File: src/rtl/position_ring_sequencer_pkg.sv
// Shared encodings for the position-ring timestep sequencer.
package ring_pkg;

    localparam int unsigned DISP_W = 2;

    typedef enum logic [DISP_W-1:0] {
        DISP_IDLE = 2'b00,
        DISP_ADV  = 2'b01,
        DISP_RUN  = 2'b10,
        DISP_CLR  = 2'b11
    } disp_e;

    typedef enum logic [3:0] {
        S_IDLE,
        S_CLEAR,
        S_PRIME,
        S_RUN,
        S_DRAIN,
        S_ADV,
        S_FLUSH,
        S_DONE,
        S_ABRT
    } state_e;

    // Dispatch code broadcast to the ring while in a given state.
    function automatic disp_e disp_of(input state_e s);
        case (s)
            S_CLEAR, S_ABRT:         return DISP_CLR;
            S_PRIME, S_ADV:          return DISP_ADV;
            S_RUN, S_DRAIN, S_FLUSH: return DISP_RUN;
            default:                 return DISP_IDLE;
        endcase
    endfunction

endpackage

File: src/rtl/position_ring_sequencer_if.sv
// Sequencer <-> controller/ring-node bundle: control, node status flags and the broadcast outputs.
interface position_ring_sequencer_if #(
    parameter int unsigned NNODES = 8,
    parameter int unsigned CNT_W  = 16
);
    logic              start;
    logic              abort;
    logic [NNODES-1:0] done_batch;
    logic [NNODES-1:0] done_all;
    logic [NNODES-1:0] in_flight;
    logic [1:0]        dispatch;
    logic              double_buffer;
    logic              busy;
    logic              step_done;
    logic              error;
    logic [CNT_W-1:0]  batch_count;

    modport master (
        output start, abort, done_batch, done_all, in_flight,
        input  dispatch, double_buffer, busy, step_done, error, batch_count
    );

    modport slave (
        input  start, abort, done_batch, done_all, in_flight,
        output dispatch, double_buffer, busy, step_done, error, batch_count
    );
endinterface

File: src/rtl/position_ring_sequencer_drain.sv
// Quiet-cycle counter: counts consecutive in_flight-free cycles while enabled, flags the threshold cycle.
module ring_drain_counter #(
    parameter int unsigned NNODES = 8
) (
    input  logic clk,
    input  logic reset,
    input  logic en_i,
    input  logic quiet_i,
    output logic hit_c
);
    localparam int unsigned DW = (NNODES > 1) ? $clog2(NNODES) : 1;
    localparam logic [DW-1:0] THRESH = DW'(NNODES - 1);

    logic [DW-1:0] cnt_q, cnt_d;

    always_comb begin
        cnt_d = '0;
        if (en_i && quiet_i && (cnt_q != THRESH)) cnt_d = cnt_q + DW'(1);
    end

    assign hit_c = en_i && quiet_i && (cnt_q == THRESH);

    always_ff @(posedge clk or posedge reset) begin
        if (reset) cnt_q <= '0;
        else       cnt_q <= cnt_d;
    end
endmodule

File: src/rtl/position_ring_sequencer.sv
// Timestep sequencer for the position ring: clear, prime, run/drain/advance per batch, flush, done.
module position_ring_sequencer
    import ring_pkg::*;
#(
    parameter int unsigned NNODES    = 8,
    parameter int unsigned FLUSH_CYC = 16,
    parameter int unsigned WDOG_CYC  = 4096,
    parameter int unsigned CNT_W     = 16
) (
    input  logic                      clk,
    input  logic                      reset,
    position_ring_sequencer_if.slave  bus
);
    localparam int unsigned WD_W = $clog2(WDOG_CYC + 1);
    localparam int unsigned FL_W = $clog2(FLUSH_CYC + 1);

    state_e           state_q, state_d;
    logic [WD_W-1:0]  wdog_q, wdog_d;
    logic [FL_W-1:0]  flush_q, flush_d;
    logic             all_done_q, all_done_d;
    disp_e            dispatch_q, dispatch_d;
    logic             dbuf_q, dbuf_d;
    logic             busy_q, busy_d;
    logic             step_done_q, step_done_d;
    logic             error_q, error_d;
    logic [CNT_W-1:0] count_q, count_d;
    logic             drain_hit_c;

    ring_drain_counter #(.NNODES(NNODES)) u_drain (
        .clk     (clk),
        .reset   (reset),
        .en_i    (state_q == S_DRAIN),
        .quiet_i (~|bus.in_flight),
        .hit_c   (drain_hit_c)
    );

    always_comb begin
        state_d    = state_q;
        wdog_d     = wdog_q;
        flush_d    = flush_q;
        all_done_d = all_done_q;
        dbuf_d     = dbuf_q;
        error_d    = error_q;
        count_d    = count_q;

        if (bus.abort && (state_q != S_IDLE) && (state_q != S_ABRT)) begin
            state_d = S_ABRT;
        end else begin
            case (state_q)
                S_IDLE: begin
                    if (bus.start && !bus.abort) begin
                        state_d = S_CLEAR;
                        error_d = 1'b0;
                        count_d = '0;
                    end
                end
                S_CLEAR: state_d = S_PRIME;
                S_PRIME: begin
                    state_d = S_RUN;
                    wdog_d  = '0;
                end
                S_RUN, S_DRAIN: begin
                    // Watchdog spans RUN and DRAIN; it beats any progress made in the same cycle.
                    if (wdog_q == WD_W'(WDOG_CYC - 1)) begin
                        error_d = 1'b1;
                        state_d = S_ABRT;
                    end else begin
                        wdog_d = wdog_q + WD_W'(1);
                        if (state_q == S_RUN) begin
                            if (&bus.done_batch) state_d = S_DRAIN;
                        end else if (drain_hit_c) begin
                            all_done_d = &bus.done_all;
                            count_d    = (&count_q) ? count_q : count_q + CNT_W'(1);
                            state_d    = S_ADV;
                        end
                    end
                end
                S_ADV: begin
                    wdog_d  = '0;
                    flush_d = '0;
                    state_d = all_done_q ? S_FLUSH : S_RUN;
                end
                S_FLUSH: begin
                    if (flush_q == FL_W'(FLUSH_CYC - 1)) begin
                        state_d = S_DONE;
                        dbuf_d  = ~dbuf_q;
                    end else begin
                        flush_d = flush_q + FL_W'(1);
                    end
                end
                S_DONE:  state_d = S_IDLE;
                S_ABRT:  state_d = S_IDLE;
                default: state_d = S_IDLE;
            endcase
        end

        dispatch_d  = disp_of(state_d);
        busy_d      = (state_d != S_IDLE);
        step_done_d = (state_d == S_DONE);
    end

    always_ff @(posedge clk or posedge reset) begin
        if (reset) begin
            state_q     <= S_IDLE;
            wdog_q      <= '0;
            flush_q     <= '0;
            all_done_q  <= 1'b0;
            dispatch_q  <= DISP_IDLE;
            dbuf_q      <= 1'b0;
            busy_q      <= 1'b0;
            step_done_q <= 1'b0;
            error_q     <= 1'b0;
            count_q     <= '0;
        end else begin
            state_q     <= state_d;
            wdog_q      <= wdog_d;
            flush_q     <= flush_d;
            all_done_q  <= all_done_d;
            dispatch_q  <= dispatch_d;
            dbuf_q      <= dbuf_d;
            busy_q      <= busy_d;
            step_done_q <= step_done_d;
            error_q     <= error_d;
            count_q     <= count_d;
        end
    end

    assign bus.dispatch      = dispatch_q;
    assign bus.double_buffer = dbuf_q;
    assign bus.busy          = busy_q;
    assign bus.step_done     = step_done_q;
    assign bus.error         = error_q;
    assign bus.batch_count   = count_q;
endmodule

File: src/flat_wrapper.sv
// flat-port wrapper written by rule: the top's interface ports become plain ports
module position_ring_sequencer_flat import ring_pkg::*;
#(
    parameter int unsigned NNODES    = 8,
    parameter int unsigned FLUSH_CYC = 16,
    parameter int unsigned WDOG_CYC  = 4096,
    parameter int unsigned CNT_W     = 16
)
  (clk, reset, bus_start, bus_abort, bus_done_batch, bus_done_all, bus_in_flight, bus_dispatch, bus_double_buffer, bus_busy, bus_step_done, bus_error, bus_batch_count);
  position_ring_sequencer_if #(.NNODES(NNODES), .CNT_W(CNT_W)) bus_i ();
  input  logic clk;
  input  logic reset;
  input wire logic [$bits(bus_i.start)-1:0] bus_start;
  input wire logic [$bits(bus_i.abort)-1:0] bus_abort;
  input wire logic [$bits(bus_i.done_batch)-1:0] bus_done_batch;
  input wire logic [$bits(bus_i.done_all)-1:0] bus_done_all;
  input wire logic [$bits(bus_i.in_flight)-1:0] bus_in_flight;
  output wire logic [$bits(bus_i.dispatch)-1:0] bus_dispatch;
  output wire logic [$bits(bus_i.double_buffer)-1:0] bus_double_buffer;
  output wire logic [$bits(bus_i.busy)-1:0] bus_busy;
  output wire logic [$bits(bus_i.step_done)-1:0] bus_step_done;
  output wire logic [$bits(bus_i.error)-1:0] bus_error;
  output wire logic [$bits(bus_i.batch_count)-1:0] bus_batch_count;
  assign bus_i.start = bus_start;
  assign bus_i.abort = bus_abort;
  assign bus_i.done_batch = bus_done_batch;
  assign bus_i.done_all = bus_done_all;
  assign bus_i.in_flight = bus_in_flight;
  assign bus_dispatch = bus_i.dispatch;
  assign bus_double_buffer = bus_i.double_buffer;
  assign bus_busy = bus_i.busy;
  assign bus_step_done = bus_i.step_done;
  assign bus_error = bus_i.error;
  assign bus_batch_count = bus_i.batch_count;
  position_ring_sequencer #(.NNODES(NNODES), .FLUSH_CYC(FLUSH_CYC), .WDOG_CYC(WDOG_CYC), .CNT_W(CNT_W)) u_core (.clk(clk), .reset(reset), .bus(bus_i));
endmodule
File: config.mk
export PLATFORM = sky130hd
export DESIGN_NAME = position_ring_sequencer_flat
export DESIGN_NICKNAME = d
export VERILOG_FILES = /design/src/rtl/position_ring_sequencer_pkg.sv /design/src/rtl/position_ring_sequencer_if.sv /design/src/rtl/position_ring_sequencer_drain.sv /design/src/rtl/position_ring_sequencer.sv /design/src/flat_wrapper.sv
export SDC_FILE = /design/constraint.sdc
export NUM_CORES = 1
export LEC_CHECK = 0
export ABC_AREA = 1
export CELL_PAD_IN_SITES_DETAIL_PLACEMENT = 1
export CELL_PAD_IN_SITES_GLOBAL_PLACEMENT = 1
export CORE_ASPECT_RATIO = 0.5
export CORE_UTILIZATION = 42
export DETAILED_ROUTE_END_ITERATION = 10
export GPL_ROUTABILITY_DRIVEN = 0
export PLACE_DENSITY = 0.93
export SLEW_MARGIN = 20
export SYNTH_ARGS = -nofsm -noshare
export SYNTH_HDL_FRONTEND = slang
export SYNTH_HIERARCHICAL = 1
export SYNTH_SLANG_ARGS = --single-unit
File: constraint.sdc
create_clock -name clk -period 2.8 [get_ports clk]
set_input_delay 0.28 -clock clk [delete_from_list [all_inputs] [get_ports clk]]
set_output_delay 0.28 -clock clk [all_outputs]
set_load 0.05 [all_outputs]
# ---- Word-level counts from Yosys, hierarchy flattened
# Index checks and enable logic that the tools add are counted.
dict set report word_totals {
  reg_bits 48
  out_inout_bits 22
  wordCells 98
}
dict set report op_classes {
  add_sub_neg 4
  n_eq_ne 26
  muxes 24
  n_bitwise 4
  reduce_logical 29
}
# op count
set op_table {}
lappend op_table {{16-bit two-way mux} 5}
lappend op_table {{16-bit one-hot mux with 2 select lines} 1}
lappend op_table {{4-bit by 3-bit == test with 1-bit output, second input constant} 7}
lappend op_table {{4-bit two-way mux} 7}
lappend op_table {{13-bit one-hot mux with 2 select lines} 1}
lappend op_table {{4-bit one-hot mux with 6 select lines} 1}
lappend op_table {{16-bit by 1-bit adder with 16-bit output, second input constant} 1}
lappend op_table {{4-bit by 2-bit == test with 1-bit output, second input constant} 4}
lappend op_table {{16-bit AND reduction} 1}
lappend op_table {{8-bit AND reduction} 2}
lappend op_table {{13-bit by 1-bit adder with 13-bit output, second input constant} 1}
lappend op_table {{13-bit by 12-bit == test with 1-bit output, second input constant} 1}
lappend op_table {{13-bit two-way mux} 1}
lappend op_table {{5-bit one-hot mux with 2 select lines} 1}
lappend op_table {{3-bit AND reduction} 3}
lappend op_table {{4-bit by 1-bit == test with 1-bit output, second input constant} 2}
lappend op_table {{2-bit != test, second input constant} 4}
lappend op_table {{4-bit nonzero test} 2}
lappend op_table {{2-bit OR reduction} 4}
lappend op_table {{8-bit OR reduction} 1}
lappend op_table {{7-bit AND reduction} 1}
lappend op_table {{1-bit logical AND} 6}
lappend op_table {{3-bit two-way mux} 2}
lappend op_table {{2-bit by 1-bit != test with 1-bit output, second input constant} 3}
lappend op_table {{18 further kinds} 25}

# ---- Logic depth before layout (Yosys ltp)
# Gate-level depths: netlist (run 1).
dict set report logic_depth {
  depth_word 12
  mapped_depth 16
}

# ---- Modules after synthesis
# The synthesis (run 1) kept the hierarchy.
# module n_inst cells_each area_each_um2 seq_area_each_um2
set by_module_without_submodules {}
lappend by_module_without_submodules {position_ring_sequencer 1 392 2836.5 1126.1}
lappend by_module_without_submodules {ring_drain_counter 1 15 143.9 75.1}

# ---- Least setup slack after synthesis (run 1)
# OpenSTA, ideal clock, no wires.
dict set report synth_path {
  kind {reg-to-reg}
  start {register u_core.count_q[0] (netlist: u_core/bus.batch_count[0])}
  end {register u_core.count_q[7] (netlist: u_core/bus.batch_count[7])}
  setup_ns 0.127
  arrival_time_ns 1.813
  required_time_ns 2.673
  setup_slack_ns 0.860
  path_stages_with_launch 11
  period_less_slack_ns 1.940
  path_cell_list {dfrtp_1 > ha_1 > and3_1 > nand2_1 > nor2_1 > nand2_1 > nand3_2 > nor2_4 > buf_6 > nand2_1 > o21ai_0}
}
dict set report synth_between {
  elab_chain_cells 6
  elab_cells_between_ends 9
  classes_between {add/sub (1); eq/ne (1); mux (5); reduce/logical (2)}
}
# item line_no
set synth_rtl {}
lappend synth_rtl {{start: declaration} position_ring_sequencer.sv:26} ;# logic [CNT_W-1:0] count_q, count_d;
lappend synth_rtl {{start signal: assignment} position_ring_sequencer.sv:124} ;# count_q <= count_d;
lappend synth_rtl {{16-bit by 1-bit adder with 16-bit output} position_ring_sequencer.sv:73} ;# count_d = (&count_q) ? count_q : count_q + CNT_W'(1);
lappend synth_rtl {{16-bit two-way mux} position_ring_sequencer.sv:73}
lappend synth_rtl {{16-bit two-way mux} position_ring_sequencer.sv:71} ;# end else if (drain_hit_c) begin
lappend synth_rtl {{16-bit two-way mux} position_ring_sequencer.sv:69} ;# if (state_q == S_RUN) begin
lappend synth_rtl {{16-bit two-way mux} position_ring_sequencer.sv:64} ;# if (wdog_q == WD_W'(WDOG_CYC - 1)) begin
lappend synth_rtl {{16-bit one-hot mux with 2 select lines} position_ring_sequencer.sv:49} ;# case (state_q)
# Several ways; a longest one is shown, not always the timed one. The select of a mux whose other input is x is not followed.
# A chain may end at the register's enable or synchronous reset.

# ---- Worst setup path after layout (run 1)
dict set report layout_path {
  start {register u_core.state_q[2]}
  end {register u_core.count_q[15] (netlist: u_core/bus.batch_count[15])}
}
dict set report layout_between {
  elab_chain_cells 5
  elab_cells_between_ends 19
  classes_between {eq/ne (8); mux (1); bitwise (1); reduce/logical (9)}
}
# item line_no
set layout_rtl {}
lappend layout_rtl {{start: declaration} position_ring_sequencer.sv:17} ;# state_e state_q, state_d;
lappend layout_rtl {{start signal: assignment} position_ring_sequencer.sv:115} ;# state_q <= state_d;
lappend layout_rtl {{4-bit by 3-bit == test with 1-bit output} position_ring_sequencer.sv:32} ;# .en_i (state_q == S_DRAIN),
lappend layout_rtl {{1-bit logical AND (2 in series)} position_ring_sequencer_drain.sv:21} ;# assign hit_c = en_i && quiet_i && (cnt_q == THRESH);
lappend layout_rtl {{via u_core.drain_hit_c} position_ring_sequencer.sv:27} ;# logic drain_hit_c;
lappend layout_rtl {{2-bit by 1-bit != test with 1-bit output (no line)} n/a}
lappend layout_rtl {{7-bit AND reduction (no line)} n/a}
# The timed path passes the listed nets, and every way through them passes these cells.

==> metrics.md, run 1 <==
| Metric | Value |
|---|---|
| Yosys top cell by area | dfrtp_1 |
| Cells after synthesis | 407 |
| Fill cells | 881 |
| Tcrit/Tclk final | 79.9% |
| Reg2Reg Setup Slack | 560 ps |
| Synth Cell Area | 2980 µm² |
| CTS tree | built |
| # hold bufs at CTS | 0 |
| Worst slew pin tran | 618 ps |
| Vias per cell | 5.07 |
| Clk_lat worst skew | 290 ps |
| Status | finished, final reports clean |
| Clock power share | 25.5% |
| Port Buffer Count | 49 |
| CP startpoint kind | flop |
| Pint | 1.42 mW |
| Minimum clock period | 2240 ps |
| Seq/Total Area, Yosys | 40.3% |
| Die Y-Extent | 61.6 µm |
| P_sw | 1.03 mW |
| Top-area cell type share of the netlist area | 40.3% |
| Post-synth cell types | 33 |
| Final wirelength | 8390 µm |
| Routed WL per cell | 15.1 µm |
| Flops & latches, synth | 48 |
| GRT Total Usage | 24.0% |
| Drt drc | 0 |
| DR vias | 2811 |
| Mapped Avg Cell Area | 7.32 µm² |
| Endpoints failing setup | 0 |
| Pleak | 1.61 nW |
| Number of H-tree levels | 2 |
| Rel. slew slack | 58.8% |
| DR WL met2 | 3980 µm |
| Antenna cell count | 0 |
| CP endpoint kind | flop |
| Clock-pin slew on the worst setup and hold paths | 60 ps |
| Nets | 495 |
| Layout overhead on the synthesized area | 24.3% |
| Utilization after layout | 54.7% |
| Clk_skew | 7.14 ps |
| Sequential Power Share | 36.3% |
| Most frequent cells in the layout | nand2_1, nor2_1, clkdlybuf4s50_1, inv_1, dfrtp_1 |
| Crit path max fanout | 30 |
| Met3 routed WL | 205 µm |
| Max Used Layer | met4 |
| Critical path class | reg -> reg |
| Critical Path End | u_core/bus.batch_count[15] |
| Initial DRC Count | 137 |
| Post-CTS sizing | 0 |
| Top-Level Pins | 50 |
| First-pass GRT wire length | 13600 µm |
| Layout cell share with drive strength beyond 1 | 6.28% |
| DIE WIDTH | 121 µm |
| Post-DRT Antenna Nets | 0 |
| FP Rows | 21 |
| Grt total ovfl | 0 |
| Worst R2R End | u_core/bus.batch_count[15] |
| Core box area | 6780 µm² |
| Setup TNS | 0 ps |
| WP data required | 3010 ps |
| Most common cell after layout, fill and taps aside | nand2_1 |
| Max-cap viol count | 0 |
| Syn nets | 441 |
| Max VDD drop | 0.282 mV |
| Net Sw Frac | 41.9% |
| Slew Viols, Final | 0 |
| Clock sinks | 48 |
| Arrival time worst endpoint | 2440 ps |
| Root Buffer | clkbuf_16 |
| DRT met1 WL | 4090 µm |
| Final-report hold violation count | 0 |
| R2R cell count | 13 |
| Initial antenna violation count | 0 |
| TritonCTS buffer count | 5 |
| Ys Warns | 6 |
| Vias in the first global route | 2808 |
| TritonRoute pass-1 iters | 4 |
| PwrDens | 661 nW/µm² |
| Largest net degree at the start of global routing | 31 |
| Dominant cells by area after synthesis | dfrtp_1, nand2_1, nor2_1 |
| Gate power share | 38.1% |
| Reg2reg start | u_core/state_q[2] |
| Initial Util | 44.0% |
| Top achievable clock speed | 447 MHz |
| RSZ-0062 raised after global routing | false |
| Longest Clk Path Bufs | 2 |
| Worst setup path startpoint | u_core/state_q[2] |
| Placed Cells | 546 |
| HP Class | in -> async |
| Post-DP HPWL | 5920 µm |
| Die ar. | 7460 µm² |
| Final cell count without fillers | 554 |
| Post-CTS Setup Inserts | 0 |
==> stage by stage <==
stage / hold WS (ps) / total power [mW] / worst slack (ps) / area (µm²)
2_1_floorplan: 33.6 / 1.57 / 860 / 2980
3_3_place_gp: 426 / 1.76 / 544 / 3560
3_5_place_dp: 448 / 1.79 / 391 / 3560
4_1_cts: 207 / 2.46 / 613 / 3710
5_1_grt: 238 / 2.58 / 377 / 3710
6_report: 203 / 2.45 / 564 / 3710
==> power by group through the flow <==
stage / registers [mW] / clock network (mW) / logic (mW)
2_1_floorplan: 0.998 / 0 / 0.573
3_3_place_gp: 0.895 / 0 / 0.867
3_5_place_dp: 0.894 / 0 / 0.897
4_1_cts: 0.889 / 0.635 / 0.933
5_1_grt: 0.900 / 0.655 / 1.03
6_report: 0.890 / 0.625 / 0.934
==> Yosys cell counts <==
master and number:
a21oi_1 3, a21oi_4 1, and2_1 1, and3_1 1
buf_6 4, clkbuf_1 1, dfrtp_1 48, ha_1 6
inv_1 50, inv_2 3, inv_4 1, mux2i_1 1
nand2_1 108, nand2_2 3, nand2_4 1, nand3_1 26
nand3_2 5, nand4_1 6, nor2_1 63, nor2_4 2
nor3_1 12, nor3b_1 3, nor4_1 2, o211ai_1 1
o21ai_0 17, o21ai_1 10, o21ai_2 1, o21ai_4 1
o22ai_1 1, o31ai_1 1, or2_2 1, xnor2_1 1
xor2_1 22
==> logic make-up (layout without fill, tap and decap cells) <==
| kind of cell | Yosys count | in the layout | synth area share, % |
|---|---|---|---|
| adder cells (fa/ha/maj) | 6 | 6 | 2.52 |
| multiplexers | 1 | 1 | 0.336 |
| AO/OA/AOI/OAI | 36 | 36 | 7.14 |
| flip-flops | 48 | 48 | 40.3 |
| buffers and inverters | 59 | 114 | 8.52 |
| AND/OR/NAND/NOR | 234 | 234 | 34.4 |
| XOR/XNOR | 23 | 23 | 6.76 |
==> how the worst min path moves through the flow <==
stage,cells past startpoint,startpoint,endpoint
2_1_floorplan,1,reset,u_core/u_drain/cnt_q[0]
3_3_place_gp,1,u_core/u_drain/cnt_q[0],u_core/u_drain/cnt_q[0]
3_5_place_dp,1,u_core/u_drain/cnt_q[0],u_core/u_drain/cnt_q[0]
4_1_cts,2,reset,u_core/u_drain/cnt_q[0]
5_1_grt,2,reset,u_core/u_drain/cnt_q[0]
6_report,2,reset,u_core/u_drain/cnt_q[1]
==> state kept, by name, summed over array words and instances, names as in the netlist, 2 cells and up <==
name                    cells
u_core/bus.batch_count     16
u_core/bus.dispatch         2
u_core/flush_q              5
u_core/state_q              4
u_core/u_drain/cnt_q        3
u_core/wdog_q              13
==> critical path: stages, from the launching register on <==
cell,delay [ps]
dfrtp_1,470
inv_2,100
nor2_4,140
nand2_2,90
inv_1,130
nand2_1,70
nor2_1,160
inv_1,120
o21ai_2,150
nand3_2,130
nor2_4,100
buf_4,290
nand2_1,90
o21ai_1,100
==> layout make-up <==
cell class,count,area (µm²),share of cell area (%)
Multi-Input combinational cell,300,1530,41.2
Sequential cell,48,1200,32.4
Timing Repair Buffer,52,513,13.8
Inverter,54,205,5.54
Clock buffer,8,146,3.95
Tap cell,92,115,3.11
==> metal layers <==
metal	global-route usage (%)	up-vias
met5	0	-
met1	31.4	1360
li1	-	1395
met2	42.4	44
met4	6.53	0
met3	3.89	12
(Power assumes the default switching activity.)
==> inputs of run 2 (changes only) <==
--- a/config.mk
+++ b/config.mk
@@ -9,10 +9,10 @@
 export CELL_PAD_IN_SITES_DETAIL_PLACEMENT = 1
 export CELL_PAD_IN_SITES_GLOBAL_PLACEMENT = 1
 export CORE_ASPECT_RATIO = 0.5
-export CORE_UTILIZATION = 42
+export CORE_UTILIZATION = 35
 export DETAILED_ROUTE_END_ITERATION = 10
 export GPL_ROUTABILITY_DRIVEN = 0
-export PLACE_DENSITY = 0.93
+export PLACE_DENSITY = 0.84
 export SLEW_MARGIN = 20
 export SYNTH_ARGS = -nofsm -noshare
 export SYNTH_HDL_FRONTEND = slang
==> constraint.sdc (replaced) <==
create_clock -name clk -period 2 [get_ports clk]
set_input_delay 0.2 -clock clk [delete_from_list [all_inputs] [get_ports clk]]
set_output_delay 0.2 -clock clk [all_outputs]
set_load 0.05 [all_outputs]
==> run 2 against run 1 <==
First-iteration DRC count is the same. Via count grew 4.7%. Sequential power grew 38%. Design area grew 9.6%. Register-to-register slack lost 560 ps. Global-route usage shrank 4.5 points. Highest routed layer unchanged.
==> metrics.md, run 2 (synthesized netlist as in run 1, its figures left out) <==
| Metric | Value |
|---|---|
| Status | finished, final reports clean |
| RSZ-0062 raised after global routing | true |
| TritonCTS buffer count | 5 (unchanged) |
| Die ar. | 8910 µm² (+19%) |
| Clk_lat worst skew | 300 ps (about the same) |
| Grt total ovfl | 0 (unchanged) |
| Initial Util | 36.7% (-7.2 points) |
| Endpoints failing setup | 0 (unchanged) |
| Layout overhead on the synthesized area | 36.3% |
| Crit path max fanout | 7 (-77%) |
| GRT Total Usage | 19.5% (-4.5 points) |
| Most common cell after layout, fill and taps aside | nand2_1 |
| Max reg flops | 16 (unchanged) |
| Layout cell share with drive strength beyond 1 | 14.5% (+8.2 points) |
| # hold bufs at CTS | 0 (unchanged) |
| WP data required | 2220 ps (-790 ps) |
| Worst Slack Setup Final | 2.04 ps (-562 ps) |
| Initial DRC Count | 137 (unchanged) |
| First-pass GRT wire length | 13500 µm (-0.86%) |
| Pleak | 1.79 nW (+11%) |
| Slew Viols, Final | 0 (unchanged) |
| Post-DRT Antenna Nets | 0 (unchanged) |
| Antenna cell count | 0 (unchanged) |
| Fill cells | 1021 (+16%) |
| Top achievable clock speed | 501 MHz (+12%) |
| Drt drc | 0 (unchanged) |
| Max VDD drop | 0.516 mV (+83%) |
| CTS tree | built |
| Arrival time worst endpoint | 2210 ps (-230 ps) |
| Critical path class | reg -> reg |
| PwrDens | 982 nW/µm² (+49%) |
| Setup WS pre-CTS | -140 ps (-531 ps) |
| Tot Pwr | 3.99 mW (+63%) |
| Number of H-tree levels | 2 (unchanged) |
| DIE WIDTH | 133 µm (+9.4%) |
| HP Class | in -> async |
| Root Buffer | clkbuf_16 |
| CP endpoint kind | flop |
| Utilization after layout | 50.0% (-4.6 points) |
| Final wirelength | 8900 µm (+6.1%) |
| Longest Clk Path Bufs | 2 (unchanged) |
| Rel. slew slack | 65.6% (+6.8 points) |
| Placed Cells | 572 (+4.8%) |
| TritonRoute pass-1 iters | 4 (unchanged) |
| Initial antenna violation count | 0 (unchanged) |
| DR vias | 2943 (+4.7%) |
| Core box area | 8120 µm² (+20%) |
| Fin Hold WS | 121 ps (-81.5 ps) |
| Port Buffer Count | 49 (unchanged) |
| Final cell count without fillers | 596 (+7.6%) |
| Minimum clock period | 2000 ps (-238 ps) |
| Largest net degree at the start of global routing | 31 (unchanged) |
| FP Rows | 23 (+9.5%) |
| Slowest cell on crit path | dfrtp_2 |
| Most frequent cells in the layout | nand2_1, nor2_1, clkdlybuf4s50_1 |
| Worst slew pin tran | 515 ps (-103 ps) |
| Max-cap viol count | 0 (unchanged) |
| CP dominant cell by count | nor2_4 |
| CP startpoint kind | flop |
| Die Y-Extent | 67.3 µm (+9.2%) |
| Worst path bufs/invs | 4 (unchanged) |
| Critical-path cell list | inv_4, nor2_4, nand2_4, inv_2, nand2_2, nor2_4, inv_2, o21ai_2, nand3_2, nor2_4, clkbuf_16, nand2_2, o21ai_1 |
| Clock sinks | 48 (unchanged) |
| Nets | 517 (+4.4%) |
| CP max stage delay | 430 ps (-40 ps) |
| Vias per cell | 4.94 (-2.7%) |
| Final-report hold violation count | 0 (unchanged) |
| Clock-pin slew on the worst setup and hold paths | 70 ps (about the same) |
| Routed WL per cell | 14.9 µm (-1.4%) |
| Vias in the first global route | 2790 (-0.64%) |
| Top-Level Pins | 50 (unchanged) |
| Post-DP HPWL | 6020 µm (+1.8%) |
| Top delay family on crit path | simple AND/OR/NAND/NOR gates |
| Clk_skew | 11.0 ps (+3.83 ps) |
| Tcrit/Tclk final | 99.9% (+20 points) |
==> run 2: power by group <==
| group | switching (mW) | internal [mW] | total, mW |
|---|---|---|---|
| Combinational | 1.07 | 0.671 | 1.74 |
| Clock | 0.391 | 0.627 | 1.02 |
| Sequential | 0.120 | 1.11 | 1.23 |
==> run 2: path summary, 6_finish.rpt <==
| check | start | endpoint | slack, ps | cells past startpoint |
|---|---|---|---|---|
| worst max-delay path | u_core/state_q[2] | u_core/bus.batch_count[2] | 2 | 13 |
| min in group clk | u_core/u_drain/cnt_q[0] | u_core/u_drain/cnt_q[0] | 440 | 1 |
| worst min-delay path | reset | u_core/u_drain/cnt_q[0] | 120 | 2 |
| worst max register to register | u_core/state_q[2] | u_core/bus.batch_count[2] | 2 | 13 |
| worst min register to register | u_core/u_drain/cnt_q[0] | u_core/u_drain/cnt_q[0] | 440 | 1 |
| max in group asynchronous | reset | u_core/state_q[2] | 1250 | 3 |
==> run 2: what timing repair did <==
item | CTS | global route
setup endpoints to repair | 0 | 23
resized for setup | 0 | 26
buffers inserted | 0 | 13
==> run 2: cell type report <==
class | count | area (µm²) | area share (%)
clock buffer | 6 | 139 | 3.42
clock inverter | 2 | 38.8 | 0.955
tap | 112 | 140 | 3.45
sequential | 48 | 1200 | 29.6
timing repair buffer | 74 | 757 | 18.6
inverter | 54 | 208 | 5.11
multi-input combinational | 300 | 1580 | 38.8
==> run 2: layer usage <==
layer | track usage (%) | part of all wire (%) | wire [µm]
met4 | 4.74 | 1.3 | 114
met2 | 33.7 | 49 | 4330
met3 | 4.43 | 3.0 | 269
met5 | 0 | 0 | 0
met1 | 25.1 | 47 | 4190
==> run 2: stage by stage <==
step / TNS (ps) / instance area [µm²]
after floorplan: 0 / 2980
final: 0 / 4060
after global placement: -489 / 3670
after CTS: 0 / 3840
after global routing: -1260 / 4060
after detailed placement: -1700 / 3670
